File: config.mk
export PLATFORM = sky130hd
export DESIGN_NAME = trap_controller
export DESIGN_NICKNAME = d
export VERILOG_FILES = /design/src/rtl/trap_controller_pkg.sv /design/src/rtl/trap_cause_encoder.sv /design/src/rtl/trap_controller.sv
export SDC_FILE = /design/constraint.sdc
export NUM_CORES = 1
export LEC_CHECK = 0
export ABC_AREA = 1
export CORE_ASPECT_RATIO = 1.75
export CORE_MARGIN = 2
export CORE_UTILIZATION = 45
export DETAILED_ROUTE_END_ITERATION = 10
export GPL_ROUTABILITY_DRIVEN = 1
export PLACE_DENSITY = 0.78
export SETUP_SLACK_MARGIN = 0.02
export SLEW_MARGIN = 20
export SYNTH_ARGS = -nofsm -noshare
export SYNTH_HDL_FRONTEND = slang
export SYNTH_SLANG_ARGS = --single-unit
File: constraint.sdc
create_clock -name clk -period 2 [get_ports clk]
set_clock_uncertainty 0.15 [all_clocks]
set_input_delay 0.3 -clock clk [delete_from_list [all_inputs] [get_ports clk]]
set_output_delay 0.3 -clock clk [all_outputs]
set_load 0.05 [all_outputs]
File: src/rtl/trap_controller_pkg.sv
// Shared trap definitions: CSR addresses, cause codes, mstatus fields, FSM states.
package trap_controller_pkg;

  localparam logic [11:0] CSR_MSTATUS = 12'h300;
  localparam logic [11:0] CSR_MTVEC   = 12'h305;
  localparam logic [11:0] CSR_MEPC    = 12'h341;
  localparam logic [11:0] CSR_MCAUSE  = 12'h342;
  localparam logic [11:0] CSR_MTVAL   = 12'h343;

  localparam logic [31:0] CAUSE_IRQ_EXT = 32'h8000_000B;
  localparam logic [31:0] CAUSE_IRQ_TMR = 32'h8000_0007;
  localparam logic [31:0] CAUSE_ILLEGAL = 32'd2;
  localparam logic [31:0] CAUSE_BREAK   = 32'd3;
  localparam logic [31:0] CAUSE_ECALL_M = 32'd11;

  localparam int MSTATUS_MIE    = 3;
  localparam int MSTATUS_MPIE   = 7;
  localparam int MSTATUS_MPP_LO = 11;
  localparam int MSTATUS_MPP_HI = 12;

  typedef enum logic [2:0] {
    ST_IDLE,
    ST_WR_EPC,
    ST_WR_CAUSE,
    ST_WR_TVAL,
    ST_WR_STATUS,
    ST_REDIRECT,
    ST_MRET_STATUS
  } trap_state_t;

  // Trap entry: stash MIE into MPIE, disable interrupts, record M-mode as previous.
  function automatic logic [31:0] mstatus_on_trap(input logic [31:0] ms);
    logic [31:0] r;
    r = ms;
    r[MSTATUS_MPIE] = ms[MSTATUS_MIE];
    r[MSTATUS_MIE]  = 1'b0;
    r[MSTATUS_MPP_HI:MSTATUS_MPP_LO] = 2'b11;
    return r;
  endfunction

  // Trap return: restore MIE from MPIE, set MPIE, MPP stays machine.
  function automatic logic [31:0] mstatus_on_mret(input logic [31:0] ms);
    logic [31:0] r;
    r = ms;
    r[MSTATUS_MIE]  = ms[MSTATUS_MPIE];
    r[MSTATUS_MPIE] = 1'b1;
    r[MSTATUS_MPP_HI:MSTATUS_MPP_LO] = 2'b11;
    return r;
  endfunction

endpackage

File: src/rtl/trap_cause_encoder.sv
// Combinational priority encoder: decoder flags + gated irqs -> trap cause/tval.
module trap_cause_encoder
  import trap_controller_pkg::*;
(
  input  logic        illegal_ins_in,
  input  logic        ecall_in,
  input  logic        ebreak_in,
  input  logic        mret_in,
  input  logic        irq_ext_in,
  input  logic        irq_tmr_in,
  input  logic        mie_in,
  input  logic [31:0] pc_in,
  input  logic [31:0] instr_in,
  output logic        take_trap,
  output logic        is_mret,
  output logic        is_irq,
  output logic [31:0] cause,
  output logic [31:0] tval
);

  // Fixed priority: ext irq > timer irq > illegal > ebreak > ecall > mret.
  always_comb begin
    take_trap = 1'b1;
    is_mret   = 1'b0;
    is_irq    = 1'b0;
    cause     = 32'd0;
    tval      = 32'd0;
    if (irq_ext_in && mie_in) begin
      is_irq = 1'b1;
      cause  = CAUSE_IRQ_EXT;
    end else if (irq_tmr_in && mie_in) begin
      is_irq = 1'b1;
      cause  = CAUSE_IRQ_TMR;
    end else if (illegal_ins_in) begin
      cause = CAUSE_ILLEGAL;
      tval  = instr_in;
    end else if (ebreak_in) begin
      cause = CAUSE_BREAK;
      tval  = pc_in;
    end else if (ecall_in) begin
      cause = CAUSE_ECALL_M;
    end else begin
      take_trap = 1'b0;
      is_mret   = mret_in;
    end
  end

endmodule

File: src/rtl/trap_controller.sv
// Machine-mode trap sequencer: CSR write sequence, PC redirect and flush.
module trap_controller
  import trap_controller_pkg::*;
#(
  parameter logic [31:0] RESET_PC = 32'h0000_0000
) (
  input  logic        clk,
  input  logic        rst_n,
  input  logic        instr_valid_in,
  input  logic [31:0] pc_in,
  input  logic [31:0] instr_in,
  input  logic        illegal_ins_in,
  input  logic        ecall_in,
  input  logic        ebreak_in,
  input  logic        mret_in,
  input  logic        irq_ext_in,
  input  logic        irq_tmr_in,
  input  logic [31:0] mstatus_in,
  input  logic [31:0] mtvec_in,
  input  logic [31:0] mepc_in,
  output logic        csr_wr_valid_out,
  output logic [11:0] csr_wr_addr_out,
  output logic [31:0] csr_wr_data_out,
  input  logic        csr_wr_ready_in,
  output logic        stall_out,
  output logic        flush_out,
  output logic        pc_redirect_valid_out,
  output logic [31:0] pc_redirect_out
);

  trap_state_t state;
  logic        take_trap, is_mret, is_irq;
  logic [31:0] cause, tval;
  logic [31:0] cause_q, tval_q, target_q;
  logic [31:0] base, target_next;
  logic        accept, hs;

  trap_cause_encoder u_enc (
    .illegal_ins_in (illegal_ins_in),
    .ecall_in       (ecall_in),
    .ebreak_in      (ebreak_in),
    .mret_in        (mret_in),
    .irq_ext_in     (irq_ext_in),
    .irq_tmr_in     (irq_tmr_in),
    .mie_in         (mstatus_in[MSTATUS_MIE]),
    .pc_in          (pc_in),
    .instr_in       (instr_in),
    .take_trap      (take_trap),
    .is_mret        (is_mret),
    .is_irq         (is_irq),
    .cause          (cause),
    .tval           (tval)
  );

  // Trap vector: vectored mode only offsets interrupts, exceptions go to base.
  always_comb begin
    base        = {mtvec_in[31:2], 2'b00};
    target_next = base;
    if (mtvec_in[1:0] == 2'b01 && is_irq)
      target_next = base + {25'd0, cause[4:0], 2'b00};
  end

  // Stall the instant an event is accepted and for the whole sequence.
  always_comb begin
    accept    = (state == ST_IDLE) && instr_valid_in && (take_trap || is_mret);
    stall_out = accept || (state != ST_IDLE);
    hs        = csr_wr_valid_out && csr_wr_ready_in;
  end

  // Sequencer: one CSR write per state, advancing only on valid&&ready.
  always_ff @(posedge clk or negedge rst_n) begin
    if (!rst_n) begin
      state                 <= ST_IDLE;
      cause_q               <= '0;
      tval_q                <= '0;
      target_q              <= '0;
      csr_wr_valid_out      <= 1'b0;
      csr_wr_addr_out       <= '0;
      csr_wr_data_out       <= '0;
      flush_out             <= 1'b0;
      pc_redirect_valid_out <= 1'b0;
      pc_redirect_out       <= RESET_PC;
    end else begin
      case (state)
        ST_IDLE: begin
          if (accept && take_trap) begin
            cause_q          <= cause;
            tval_q           <= tval;
            target_q         <= target_next;
            csr_wr_valid_out <= 1'b1;
            csr_wr_addr_out  <= CSR_MEPC;
            csr_wr_data_out  <= pc_in;
            state            <= ST_WR_EPC;
          end else if (accept) begin
            csr_wr_valid_out <= 1'b1;
            csr_wr_addr_out  <= CSR_MSTATUS;
            csr_wr_data_out  <= mstatus_on_mret(mstatus_in);
            state            <= ST_MRET_STATUS;
          end
        end
        ST_WR_EPC: if (hs) begin
          csr_wr_addr_out <= CSR_MCAUSE;
          csr_wr_data_out <= cause_q;
          state           <= ST_WR_CAUSE;
        end
        ST_WR_CAUSE: if (hs) begin
          csr_wr_addr_out <= CSR_MTVAL;
          csr_wr_data_out <= tval_q;
          state           <= ST_WR_TVAL;
        end
        ST_WR_TVAL: if (hs) begin
          csr_wr_addr_out <= CSR_MSTATUS;
          csr_wr_data_out <= mstatus_on_trap(mstatus_in);
          state           <= ST_WR_STATUS;
        end
        ST_WR_STATUS, ST_MRET_STATUS: if (hs) begin
          csr_wr_valid_out      <= 1'b0;
          csr_wr_addr_out       <= '0;
          csr_wr_data_out       <= '0;
          pc_redirect_valid_out <= 1'b1;
          flush_out             <= 1'b1;
          pc_redirect_out       <= (state == ST_MRET_STATUS) ? mepc_in : target_q;
          state                 <= ST_REDIRECT;
        end
        ST_REDIRECT: begin
          pc_redirect_valid_out <= 1'b0;
          flush_out             <= 1'b0;
          state                 <= ST_IDLE;
        end
        default: state <= ST_IDLE;
      endcase
    end
  end

endmodule

==> summary.md <==
| Metric | Value |
|---|---|
| Outcome | `complete, but fails checks` |
| Failing checks | `setup timing` |
| Most frequent cell after synthesis | `nand2_1` |
| Grt ovf | `0` |
| Pre-CTS setup slack | `-0.8546 ns` |
| CTS tree | `done` |
| Vias per cell | `5.366` |
| Root buffer cell | `clkbuf_16` |
| Largest net degree at the start of global routing | `59` |
| Worst path cell trace | `inv_2, nand3_4, nor2_4, nand2_4, clkinv_4, nor2_4, nand2_4, buf_8` |
| Placer Congestion | `0.9792` |
| WP buf/inv | `3` |
| Highest-delay cell along the critical path | `dfrtp_1` |
| Vias in the first global route | `8943` |
| Initial antenna violation count | `2` |
| Reg2reg setup slack | `-0.01 ns` |
| Wire per inst | `17.94 µm` |
| First-pass GRT wire length | `45040 µm` |
| Detail Placement HPWL | `21060 µm` |
| Ys flop type | `dfrtp_1` |
| Vias | `9112` |
| Skew-Pair Late Insertion Delay | `0.44 ns` |
| Mapped Avg Cell Area | `7.200 µm²` |
| CP Class | `flop to output port` |
| Die X | `105.1 µm` |
| Final ANT Viol Nets | `0` |
| Share of layout cells above drive strength 1 | `20.34%` |
| Routed wire length | `30470 µm` |
| Min setup slack post-route | `-0.02612 ns` |
| Area share of the leading cell type in the synthesized netlist | `43.56%` |
| CTS HTree Levels | `4` |
| Die height | `180.9 µm` |
| Yosys reg bits | `140` |
| Worst VDD drop | `0.8631 mV` |
| Die Footprint | `0.01900 mm²` |
| Synth area leaders | `dfrtp_1, nand2_1, nand3_1` |
| Final Slew Violations | `0` |
| Synth cell count leaders | `nand2_1, dfrtp_1, inv_1, nand3_1, nor2_1` |
| Relative slew slack | `58.25%` |
| Post-Syn Area | `0.008043 mm²` |
| Tmin final | `2.026 ns` |
| Post-synth EDFFs | `0` |
| Worst Path Arrival | `1.58 ns` |
| Register area share after synthesis | `43.56%` |
| Crit path max-delay family | `simple AND/OR/NAND/NOR gates` |
| Synth warn | `0` |
| Row cnt | `64` |
| CP Launch Type | `flop` |
| # DRC | `0` |
| Max cap viols | `0` |
| Pre-antenna DRT Iters | `6` |
| Clock slew at the register clock pins of the worst setup and hold paths | `0.06 ns` |
| Crit path required time | `1.55 ns` |
| F_max | `0.4936 GHz` |
| Cells after Synth | `1117` |
| Slew of the pin with the lowest slew margin | `0.6262 ns` |
| Initial core utilization | `45.86%` |
| Non-Filler Instances | `1698` |
| Pleak | `6.367 nW` |
| Crit end category | `output port` |
| DR iter-0 viols | `564` |
| Area grow syn2layout | `56.66%` |
| Core area | `0.01754 mm²` |
| CTS Buffer Depth | `2` |
| Nets@finish | `1627` |
| Final period util | `101.3%` |
| Hold WC Path Type | `input port to flop` |
| Post-placement cell count | `1643` |
| Final Hold Viols | `0` |
| Post-synth cell types | `34` |
| Input/output buffers | `240` |
| Asr flop ratio synth | `100.0%` |
| Final setup vio count | `6` |
| Yosys top cell by area | `dfrtp_1` |
| CTS Sinks | `140` |
| Largest fanout on the critical path | `4` |
| Overall Global Routing Usage | `30.07%` |
| Power Dens Cells | `1571 mW/mm²` |
| Num ports | `250` |
| RSZ-0062 raised after global routing | `yes` |
| Max incr delay on CP | `0.38 ns` |
| Total CTS buffers | `17` |
-- path summary, 6_finish.rpt --
path | start | end | depth (start not counted)
max | state[0]$_DFFE_PN0P_ | stall_out | 8
min | mtvec_in[5] | target_q[5]$_DFFE_PN0P_ | 3
max reg2reg | state[2]$_DFFE_PN0P_ | csr_wr_data_out[18]$_DFFE_PN0P_ | 12
min reg2reg | cause_q[1]$_DFFE_PN0P_ | cause_q[1]$_DFFE_PN0P_ | 2
max in group asynchronous | rst_n | target_q[13]$_DFFE_PN0P_ | 3
min in group asynchronous | rst_n | csr_wr_data_out[22]$_DFFE_PN0P_ | 2
-- flip-flops by register name (all words and copies together) (netlist names) --
| signal | count |
|---|---|
| cause_q | 5 |
| csr_wr_addr_out | 4 |
| pc_redirect_out | 32 |
| state | 3 |
| csr_wr_data_out | 32 |
| tval_q | 32 |
| pc_redirect_valid_out | 1 |
| target_q | 30 |
| csr_wr_valid_out | 1 |
-- report_power, final --
part           total (mW)  switching [mW]  internal [mW]
registers            4.92           0.711           4.21
clock network        3.23            1.34           1.89
logic                11.6            7.43           4.21
total                19.8            9.48           10.3
-- repair_timing --
| item | 4_1_cts | 5_1_grt |
|---|---|---|
| hold buffers | 1 | 0 |
| setup endpoints to repair | 86 | 65 |
| cloned | 0 | 6 |
| pin swaps | 10 | 21 |
| resized for setup | 68 | 96 |
| buffers inserted | 8 | 8 |
| endpoints found under the hold margin | 99 | 0 |
-- logic make-up after synthesis --
| group | synth area share (%) |
|---|---|
| AO/OA/AOI/OAI | 14.95 |
| XOR/XNOR | 0.6534 |
| other | 0.04663 |
| adder cells (fa/ha/maj) | 0.8712 |
| AND/OR/NAND/NOR | 30.40 |
| flip-flops | 43.56 |
| buffers and inverters | 9.521 |
-- cell type report --
cell class              instances  area (µm²)
inverters                     106       410.4
flip-flops and latches        140        3503
multi-input cells             804        4161
fillers                      1365        4937
clock buffers                  18       439.2
repair buffers                383        3631
clock inverters                14       160.2
diodes                          2       5.005
well taps                     231       289.0
-- worst register-to-register path, cell delays in order (launching register included) --
cell and delay [ns]:
dfrtp_1 0.41, buf_4 0.17, nor2_4 0.13, nand2_2 0.07, nand2_2 0.09, nor3_4 0.05, buf_6 0.13, o21ai_2 0.16
nand2_4 0.15, inv_8 0.13, clkbuf_16 0.19, nand2_2 0.06, nand2_1 0.05
-- placed cells by master, fill, tap and decap left out, types with 4 or more instances in the layout --
cell	instances
clkdlybuf4s50_1	156
nand2_4	13
o211ai_1	58
a32oi_1	4
inv_2	6
dfrtp_1	140
buf_12	12
o22ai_1	7
nand2_1	372
nand3_1	84
xor2_1	6
dlygate4sd2_1	35
nor2_2	4
a221oi_1	4
clkinv_4	4
a21oi_1	5
clkbuf_16	22
nor2_4	8
buf_4	153
a31oi_1	29
buf_6	13
a22oi_1	24
nor2_1	76
o21ai_0	37
inv_1	98
o21ai_1	4
conb_1	7
inv_6	4
nand2_2	25
nand3_2	6
nand4_1	6
-- per-stage QoR --
| step | TNS (ns) | cell area [µm²] | hold WS [ns] | utilization, % | total power [mW] |
|---|---|---|---|---|---|
| finish | -0.04479 | 12600 | 0.1186 | 71.85 | 19.79 |
| floorplan | -1.184 | 8147 | -0.1456 | - | 11.33 |
| global route | -1.518 | 12600 | 0.1692 | 71.85 | 20.84 |
| CTS | -0.004860 | 12140 | 0.1808 | 69.21 | 18.37 |
| global placement | -42.16 | 11450 | 0.06213 | 65.30 | 14.95 |
| detailed placement | -47.48 | 11450 | 0.06229 | 65.30 | 15.16 |
-- per-layer routing --
layer	global-route usage, %	vias to the layer above	part of all wire, %
met1	31.06	4271	34
met2	56.13	423	54
li1	-	4308	-
met3	4.329	110	5.7
met4	18.40	0	6.3
met5	0	-	0
Note: power is estimated with default switching activity, not from simulation.
